**config.mk**
```make
export PLATFORM = sky130hd
export DESIGN_NAME = rsa_operand_fetch
export DESIGN_NICKNAME = d
export VERILOG_FILES = /design/src/rtl/rsa_operand_fetch.sv
export SDC_FILE = /design/constraint.sdc
export NUM_CORES = 1
export LEC_CHECK = 0
export CORE_MARGIN = 2
export CORE_UTILIZATION = 48
export CTS_CLUSTER_DIAMETER = 40
export DETAILED_ROUTE_END_ITERATION = 10
export GPL_TIMING_DRIVEN = 1
export PLACE_DENSITY = 0.77
export SLEW_MARGIN = 25
export SYNTH_ARGS = -nofsm -noshare
export SYNTH_HDL_FRONTEND = slang
export SYNTH_SLANG_ARGS = --single-unit
```
**constraint.sdc**
```tcl
create_clock -name clk -period 3.35 [get_ports clk]
set_input_delay 0.5025 -clock clk [delete_from_list [all_inputs] [get_ports clk]]
set_output_delay 0.5025 -clock clk [all_outputs]
set_load 0.01 [all_outputs]
```
**src/rtl/rsa_operand_fetch.sv**
```systemverilog
// Operand SRAM read initiator: streams message, key and modulus regions over valid/ready.
// Define RSA_FETCH_REVERSE_EN to read each region high-to-low (MSW first).
module rsa_operand_fetch #(
    parameter int unsigned AW       = 8,
    parameter int unsigned DW       = 32,
    parameter int unsigned WORDS    = 64,
    parameter int unsigned MSG_BASE = 0,
    parameter int unsigned KEY_BASE = 64,
    parameter int unsigned MOD_BASE = 128
) (
    input  logic          clk,
    input  logic          rst,
    input  logic          start,
    output logic          busy,
    output logic          done,
    output logic          sram_en,
    output logic [AW-1:0] sram_addr,
    input  logic [DW-1:0] sram_data,
    output logic          out_valid,
    input  logic          out_ready,
    output logic [DW-1:0] out_data,
    output logic [1:0]    out_sel,
    output logic          out_last
);
    localparam int unsigned IW = $clog2(WORDS);

    typedef enum logic [1:0] {StIdle, StFetch, StDrain, StDone} state_e;

    state_e          state_q;
    logic [1:0]      sel_q;
    logic [IW-1:0]   idx_q;
    logic [AW-1:0]   addr_q;
    logic            inflight_q;
    logic [1:0]      if_sel_q;
    logic            if_last_q;

    logic [DW-1:0]   data_mem [2];
    logic [1:0]      sel_mem  [2];
    logic            last_mem [2];
    logic            rd_ptr_q;
    logic            wr_ptr_q;
    logic [1:0]      count_q;

    logic            pop;
    logic            idx_last;
    logic [2:0]      occ;

    function automatic logic [AW-1:0] region_base(input logic [1:0] s);
        case (s)
            2'd1:    return AW'(KEY_BASE);
            2'd2:    return AW'(MOD_BASE);
            default: return AW'(MSG_BASE);
        endcase
    endfunction

    function automatic logic [AW-1:0] region_first(input logic [1:0] s);
`ifdef RSA_FETCH_REVERSE_EN
        return region_base(s) + AW'(WORDS - 1);
`else
        return region_base(s);
`endif
    endfunction

    assign out_valid = (count_q != 2'd0);
    assign out_data  = data_mem[rd_ptr_q];
    assign out_sel   = sel_mem[rd_ptr_q];
    assign out_last  = last_mem[rd_ptr_q];
    assign pop       = out_valid & out_ready;
    assign idx_last  = (idx_q == IW'(WORDS - 1));
    assign sram_addr = addr_q;
    assign busy      = (state_q == StFetch) || (state_q == StDrain);
    assign done      = (state_q == StDone);

    // Stored plus in-flight words, less the one leaving this cycle, must leave room.
    assign occ     = {1'b0, count_q} + {2'b00, inflight_q} - {2'b00, pop};
    assign sram_en = (state_q == StFetch) && (occ < 3'd2);

    always_ff @(posedge clk) begin
        if (rst) begin
            state_q <= StIdle;
            sel_q   <= 2'd0;
            idx_q   <= '0;
            addr_q  <= '0;
        end else begin
            case (state_q)
                StIdle: begin
                    if (start) begin
                        state_q <= StFetch;
                        sel_q   <= 2'd0;
                        idx_q   <= '0;
                        addr_q  <= region_first(2'd0);
                    end
                end
                StFetch: begin
                    if (sram_en) begin
                        if (idx_last && sel_q == 2'd2) begin
                            state_q <= StDrain;
                        end else if (idx_last) begin
                            sel_q  <= sel_q + 2'd1;
                            idx_q  <= '0;
                            addr_q <= region_first(sel_q + 2'd1);
                        end else begin
                            idx_q  <= idx_q + IW'(1);
`ifdef RSA_FETCH_REVERSE_EN
                            addr_q <= addr_q - AW'(1);
`else
                            addr_q <= addr_q + AW'(1);
`endif
                        end
                    end
                end
                StDrain: begin
                    if (count_q == 2'd0 && !inflight_q) state_q <= StDone;
                end
                default: state_q <= StIdle;
            endcase
        end
    end

    // Read tag follows the SRAM's one-cycle latency so the capture knows its region.
    always_ff @(posedge clk) begin
        if (rst) begin
            inflight_q <= 1'b0;
            if_sel_q   <= 2'd0;
            if_last_q  <= 1'b0;
        end else begin
            inflight_q <= sram_en;
            if_sel_q   <= sel_q;
            if_last_q  <= idx_last;
        end
    end

    always_ff @(posedge clk) begin
        if (rst) begin
            for (int i = 0; i < 2; i++) begin
                data_mem[i] <= '0;
                sel_mem[i]  <= 2'd0;
                last_mem[i] <= 1'b0;
            end
            rd_ptr_q <= 1'b0;
            wr_ptr_q <= 1'b0;
            count_q  <= 2'd0;
        end else begin
            if (inflight_q) begin
                data_mem[wr_ptr_q] <= sram_data;
                sel_mem[wr_ptr_q]  <= if_sel_q;
                last_mem[wr_ptr_q] <= if_last_q;
                wr_ptr_q           <= ~wr_ptr_q;
            end
            if (pop) rd_ptr_q <= ~rd_ptr_q;
            case ({inflight_q, pop})
                2'b10:   count_q <= count_q + 2'd1;
                2'b01:   count_q <= count_q - 2'd1;
                default: count_q <= count_q;
            endcase
        end
    end
endmodule

```
# Yosys cells after proc, flatten, opt, wreduce, memory -nomap -nowiden
# Memories as Yosys holds them, arrays and structs flattened. A register that Yosys moved wholly into a read port is not among the register bits.
# Index checks and enable logic that the tools add are counted.
# totals
latchBits	0
memories	3
elab_cells	97
ramBits	70
mem_bits_ro	0
regBits	26
# memory_table
name	words	width	rd	rd_ports_with_merged_regs	write_ports	line_no	rtl
data_mem	2	32	1	1	2	37	logic [DW-1:0] data_mem [2];
sel_mem	2	2	1	1	2	38	logic [1:0] sel_mem [2];
last_mem	2	1	1	1	2	39	logic last_mem [2];
# classes
n_eq_ne	15
mux	42
n_bitwise	3
shifts	0
n_lt_le_gt_ge	1
reduce_logical	16
add_sub_neg	7
div	0
multipliers	0
# op_table
cell	count
two-way mux 32 bit	1
two-way mux 8 bit	4
one-hot mux 8 bit (2 select lines)	2
OR reduction 32 bit	1
two-way mux 6 bit	4
two-way mux 1 bit	18
two-way mux 2 bit	9
one-hot mux 6 bit (2 select lines)	1
equality test 2 bit (second input constant)	5
adder 8 x 1 -> 8 bit (second input constant)	1
!= test 2 bit (second input constant)	4
one-hot mux 2 bit (2 select lines)	2
AND reduction 4 bit	2
adder 6 x 1 -> 6 bit (second input constant)	1
equality test 2 x 1 -> 1 bit (second input constant)	3
equality test 6 bit (second input constant)	1
one-hot mux 2 bit (3 select lines)	1
nonzero test 2 bit	3
AND reduction 5 bit	1
adder 2 x 1 -> 2 bit (second input constant)	2
logical NOT 2 bit	2
!= test 2 x 1 -> 1 bit (second input constant)	2
adder 2 x 1 -> 3 bit	1
logical AND 1 bit	3
other kinds (9)	10

# Depth between registers and ports, before layout
# Gate-level depths: netlist of the first run.
# depth
word_depth	7
depth_mapped	10
mapped_depth_nobuf	9

# Worst setup path before layout of the first run
# Ideal clock, no wire load.
# synth_timing
path_kind	reg-to-reg
startpoint	reg inflight_q
endpoint	mem data_mem[1][0] (enable)
t_required_ps	2874
synth_period_minus_slack_ps	3422
path_buffers	0
t_arrival_ps	2947
slack_ps	-72
path_stages_with_launch	3
path_cell_list	dfxtp_1 -> inv_1 -> o21ai_0
# synth_lines
item	line_no	rtl
start, declared	33	logic inflight_q;
start signal, assigned	127	inflight_q <= sram_en;
end, declared	37	

# Worst setup path after layout of the first run
# layout_timing
startpoint	reg count_q[0]
endpoint	out sram_en
# layout_between
elab_chain_len	5
word_cells_on_any_way	6
# layout_lines
item	line_no	rtl
start, declared	42	logic [1:0] count_q;
start signal, assigned	152	2'b10: count_q <= count_q + 2'd1;
start signal, assigned	153	2'b01: count_q <= count_q - 2'd1;
start signal, assigned	154	default: count_q <= count_q;
nonzero test 2 bit	64	assign out_valid = (count_q != 2'd0);
AND 1 bit	68	assign pop = out_valid & out_ready;
via pop	44	logic pop;
subtractor 3 x 1 -> 3 bit	75	assign occ = {1'b0, count_q} + {2'b00, inflight_q} - {2'b00, pop};
< comparator 3 x 2 -> 1 bit	76	assign sram_en = (state_q == StFetch) && (occ < 3'd2);
logical AND 1 bit	76	
end, declared	16	output logic sram_en,
# The timed path passes the listed nets, and every way through them passes these cells.

==> metrics, run 1 <==
TritonCTS clock tree done; DR iter-0 viols 121; IO Count 83; Max Clk Rate 318 MHz; min-delay worst type reg -> reg; largest net degree at the start of global routing 36; crit path max fanout 5; final setup violation count 0; TritonCTS Sinks 97; Nets 516; die width 102 µm; Synth Net Count 432; Period minus WS final 3.15 ns; Worst Path Required 2.85 ns; vias in the first global route 3127; n_diodes 0; Simple-Gate Fraction of Synth Area 20.4%; CP arrival 2.65 ns; Compound-Gate Fraction of Synth Area 5.12%; status completed; worst skew pair latency 0.36 ns; maximum vdd ir drop 0.000403 V; Die Area 0.0104 mm²; Least-Margin Pin Slew 0.784 ns; crit start category flop; Hold Crit Depth 1; WL final 9.72 mm; Post-Route Utilization 62.7%; layout cells sized above 1 14.6%; FFs w/ async S/R, synth 0%; Vias/cell 5.40; Seq/Total Area, Yosys 57.2%; Synth Instances 383; Worst setup EP type output port; global-route wire length before repair 15.1 mm; LEAKAGE 2.14 nW; pwr/cell area 589 mW/mm²; Rows 35; clk buf depth 2; Vias 3246; hold_sp idx_q[0]; DP Area 0.00562 mm²; post-synthesis xor/xnor area fraction 0.949%; Critical Setup Path Class reg -> out; worst clock skew 0.0127 ns; RSZ-0062 raised after global routing false; detail-routed net length per standard cell 16.2 µm; R2R depth 9; syn avg cell area 12.1 µm²; Critical Path Start count_q[0]; Post-synth EDFFs 70; starting density of the core 49.7%; Final Instance Area 0.00582 mm²; YS warnings 0; Tcrit/Tclk final 94.0%; final hold violation count 0; post-route DRC violation count 0; GPL Wtd Cong 0.855; multiplexer share of the synthesized area 9.84%; synth unique cells 40; Synth Flop Type edfxtp_1; reg-to-reg critical path startpoint count_q[0]; area share of fa/ha/maj cells after synthesis 3.69%; port bufs 82; Yosys reg bits 97; first-pass detailed-route iteration total 5; grt ovf 0; postcts setup bufs 0; synthesized area 0.00462 mm²; gr usage total 18.7%; largest family of logic cells by synthesized area simple AND/OR/NAND/NOR gates; Core Area 0.00928 mm²; CTS H-Tree Depth 3; CTS Buf Count 9; clk root buf clkbuf_8; Max Cap Viol 0; HPWL after DPL 6.34 mm; Clock Pin Slew Worst Setup and Hold Paths 0.10 ns; initial antenna violation count 0; area grow syn2layout 26.1%; overall power 3.43 mW; max-slew violation count 0; Post-DRT Antenna Nets 0; die height 102 µm; Relative slew margins 47.5%
==> layout by cell type (no fill, tap or decap), types with 9 or more instances in the layout <==
cell and n:
clkdlybuf4s50_1 81, and2_1 73, edfxtp_1 70, mux2_2 35, dfxtp_1 26, nand3_1 22
inv_1 14, ha_1 12, nor2_1 10, clkbuf_8 9, buf_4 9
==> stage by stage <==
step / std cells / hold slack [ns] / TNS, ns / worst slack, ns
after global placement: 585 / 0.475 / 0 / 0.0532
after global routing: 601 / 0.526 / 0 / 0.0414
after CTS: 601 / 0.518 / 0 / 0.0678
after detailed placement: 585 / 0.503 / -0.00816 / -0.00816
final: 601 / 0.518 / 0 / 0.202
after floorplan: 383 / 0.465 / -5.06 / -0.0723
==> cells by family after synthesis <==
family,Yosys count
DFF,97
muxes,41
and+or+nand+nor,161
xor gates and xnor gates,5
adders and majority gates,13
AOI/OAI and AO/OA,34
buffers and inverters,32
==> worst paths after layout <==
kind                  end  slack [ns]
max               sram_en        0.20
min              idx_q[0]        0.52
min reg2reg      idx_q[0]        0.52
max reg2reg  sram_addr[7]        0.24
==> where the power goes <==
group	switching [mW]	leakage, nW	internal (mW)
Combinational	0.586	1.10	0.597
Sequential	0.0700	0.946	1.45
Clock	0.440	0.0953	0.285
Total	1.10	2.14	2.34
==> sequential cells by signal, summed over array words and instances (netlist names), 2 cells and up, named ones only <==
signal	cells
count_q	2
data_mem	64
idx_q	6
if_sel_q	2
last_mem	2
sel_mem	4
sel_q	2
sram_addr	8
state_q	2
==> synth_stat cells, types with 2 or more instances <==
| library cell | count | area share (%) |
|---|---|---|
| a2111o_1 | 2 | 0.49 |
| a21oi_1 | 4 | 0.43 |
| and2_1 | 73 | 9.9 |
| and3_1 | 6 | 0.81 |
| buf_1 | 4 | 0.33 |
| clkbuf_1 | 13 | 1.1 |
| dfxtp_1 | 27 | 12 |
| edfxtp_1 | 70 | 46 |
| ha_1 | 12 | 3.3 |
| inv_1 | 14 | 1.1 |
| mux2_2 | 35 | 8.5 |
| mux2i_1 | 6 | 1.3 |
| nand2_1 | 7 | 0.57 |
| nand2b_1 | 3 | 0.41 |
| nand3_1 | 22 | 2.4 |
| nand3b_1 | 2 | 0.33 |
| nand4_1 | 7 | 0.95 |
| nor2_1 | 11 | 0.89 |
| nor2b_1 | 8 | 1.1 |
| nor3_1 | 6 | 0.65 |
| nor4_1 | 3 | 0.41 |
| o2111ai_1 | 2 | 0.38 |
| o211ai_1 | 8 | 1.3 |
| o21ai_0 | 10 | 1.1 |
| o32ai_1 | 2 | 0.38 |
| or3_1 | 6 | 0.81 |
| or4_1 | 4 | 0.65 |
| xnor2_1 | 3 | 0.57 |
| xor2_1 | 2 | 0.38 |
==> layer usage <==
metal	routed length (µm)	track usage, %
met5	0	0
met4	110	4.72
met3	640	4.38
met2	4850	32.8
met1	4130	23.6
==> what timing repair did <==
action / 4_1_cts / 5_1_grt
gates resized for setup: 1 / 4
pin swaps: 1 / 0
endpoints found under the setup margin: 1 / 1
hold buffers: 0 / 0
==> critical path: stages, from the launching register on <==
cell	delay [ns]
dfxtp_1	0.36
or2_2	0.31
and2_1	0.17
ha_1	0.26
nand2b_1	0.15
fa_1	0.52
nand2_2	0.10
nor2_2	0.15
dlygate4sd2_1	0.27
==> layout make-up <==
cell class                 count  area [µm²]
multi-input combinational    254        1890
inverter                      14        52.6
tap                          129         161
sequential                    97        2640
clock buffer                   9         124
fill                         746        3460
clock inverter                 7        61.3
timing repair buffer          91         887
Power figures use the tool's default switching activity.
==> run 2: changes to the inputs <==
==> constraint.sdc (replaced) <==
create_clock -name clk -period 3.35 [get_ports clk]
set_input_delay 0.335 -clock clk [delete_from_list [all_inputs] [get_ports clk]]
set_output_delay 0.335 -clock clk [all_outputs]
set_load 0.01 [all_outputs]
==> metrics, run 2 (same netlist as run 1, synthesis figures left out) <==
HPWL after DPL 6.14 mm (-3.2%); CTS H-Tree Depth 3 (unchanged); worst clock skew 0.00645 ns (-0.00624 ns); Post-DRT Antenna Nets 0 (unchanged); die height 102 µm (unchanged); detail-routed net length per standard cell 15.9 µm (-1.6%); Relative slew margins 49.6% (+2.1 points); Least-Margin Pin Slew 0.752 ns (-0.0316 ns); clk buf depth 2 (unchanged); max-slew violation count 0 (unchanged); Core Area 0.00928 mm² (unchanged); area grow syn2layout 26.2% (about the same); CTS Buf Count 9 (unchanged); Comb pwr share 33.6% (-0.9 points); clock group share of total power 22.5% (+1.4 points); max reg flops 64 (unchanged); starting density of the core 49.7% (unchanged); internal power 2.40 mW (+2.8%); Worst setup EP type flop; Place WS 0.135 ns (+0.144 ns); first-pass detailed-route iteration total 4 (-1); largest net degree at the start of global routing 36 (unchanged); NetSw 1.07 mW (-1.9%); layout cells sized above 1 14.0% (-0.61 points); postcts setup bufs 0 (unchanged); most frequent cells in the layout clkdlybuf4s50_1 (81), and2_1 (73), edfxtp_1 (70); PostCTS Resize Cnt 3 (+2); status completed; DR iter-0 viols 139 (+15%); TritonCTS clock tree done; Max Clk Rate 319 MHz (+0.43%); worst setup margin 0.215 ns (+0.0133 ns); IO Count 83 (unchanged); switching power share of the total 30.9% (-1.0 points); initial antenna violation count 0 (unchanged); Critical Setup Path Class reg -> reg; RSZ-0062 raised after global routing false; crit start category flop; Vias 3197 (-1.5%); Tcrit/Tclk final 93.6% (-0.40 points); final hold violation count 0 (unchanged); Vias/cell 5.33 (-1.3%); clk root buf clkbuf_8; post-route DRC violation count 0 (unchanged); Period minus WS final 3.13 ns (-0.0133 ns); gr usage total 18.7% (about the same); n_diodes 0 (unchanged); Nets 515 (-0.19%); LEAKAGE 2.14 nW (about the same); worst skew pair latency 0.35 ns (about the same); grt ovf 0 (unchanged); GPL Wtd Cong 0.856 (about the same); die width 102 µm (unchanged); vias in the first global route 3230 (+3.3%); Clock Pin Slew Worst Setup and Hold Paths 0.10 ns (about the same); Worst Path Required 3.57 ns (+0.72 ns); port bufs 82 (unchanged); Die Area 0.0104 mm² (unchanged); WL final 9.55 mm (-1.7%); min-delay worst type reg -> reg; global-route wire length before repair 15.4 mm (+1.6%); overall power 3.47 mW (+1.3%); Max Cap Viol 0 (unchanged); CP arrival 3.35 ns (+0.70 ns); commonest non-fill, non-tap cell in the layout clkdlybuf4s50_1; number of hold buffers added after cts 0 (unchanged); crit path max fanout 15 (+10); Rows 35 (unchanged); pwr/cell area 597 mW/mm² (+1.2%); Reg power frac 43.9% (-0.5 points); Most flops, register data_mem; TritonCTS Sinks 97 (unchanged); maximum vdd ir drop 0.000393 V (-2.4%); final setup violation count 0 (unchanged)
==> run 2: worst max-delay path: stages, from the launching register on <==
cell and delay [ns]:
dfxtp_1 0.37, or2_2 0.31, and2_1 0.20, ha_1 0.27, nand2b_1 0.15, fa_1 0.50
nand2_1 0.12, or3_4 0.50, o21ai_0 0.42, o32ai_1 0.16
==> run 2: final timing paths <==
| path | slack [ns] | cells after the start | to | from |
|---|---|---|---|---|
| max | 0.22 | 9 | sram_addr[7] | count_q[0] |
| min | 0.50 | 2 | sram_addr[7] | sram_addr[7] |
| min reg2reg | 0.50 | 2 | sram_addr[7] | sram_addr[7] |
| max reg2reg | 0.22 | 9 | sram_addr[7] | count_q[0] |
==> run 2: area by class of cell <==
type                       instances  area (µm²)
clock buffer                      10         128
clock inverter                     6        72.6
fill                             756        3460
inverter                          14        52.6
multi-input combinational        254        1890
sequential                        97        2640
tap                              129         161
timing repair buffer              90         880
==> run 2: power by group through the flow <==
| stage | Clock, mW | Sequential [mW] | Combinational, mW |
|---|---|---|---|
| floorplan | 0 | 1.54 | 0.663 |
| global placement | 0 | 1.54 | 1.15 |
| detailed placement | 0 | 1.55 | 1.17 |
| CTS | 0.795 | 1.53 | 1.17 |
| global route | 0.839 | 1.54 | 1.27 |
| finish | 0.784 | 1.52 | 1.17 |
==> run 2: per-stage QoR <==
step / hold slack, ns / utilization [%] / instances / cell area [µm²] / TNS (ns)
final: 0.504 / 62.7 / 600 / 5820 / 0
after CTS: 0.500 / 62.7 / 600 / 5820 / 0
after global placement: 0.476 / 60.5 / 584 / 5620 / 0
after global routing: 0.535 / 62.7 / 600 / 5820 / 0
after detailed placement: 0.485 / 60.5 / 584 / 5620 / 0
after floorplan: 0.465 / - / 383 / 4620 / -5.06
==> run 2: routing by layer <==
| layer | track usage (%) | share of wire, % | vias to the layer above | wire [µm] |
|---|---|---|---|---|
| met3 | 3.83 | 5.1 | 4 | 488 |
| li1 | - | - | 1547 | - |
| met5 | 0 | 0 | - | 0 |
| met1 | 23.8 | 45 | 1558 | 4250 |
| met2 | 33.0 | 50 | 88 | 4760 |
| met4 | 4.41 | 0.54 | 0 | 52 |
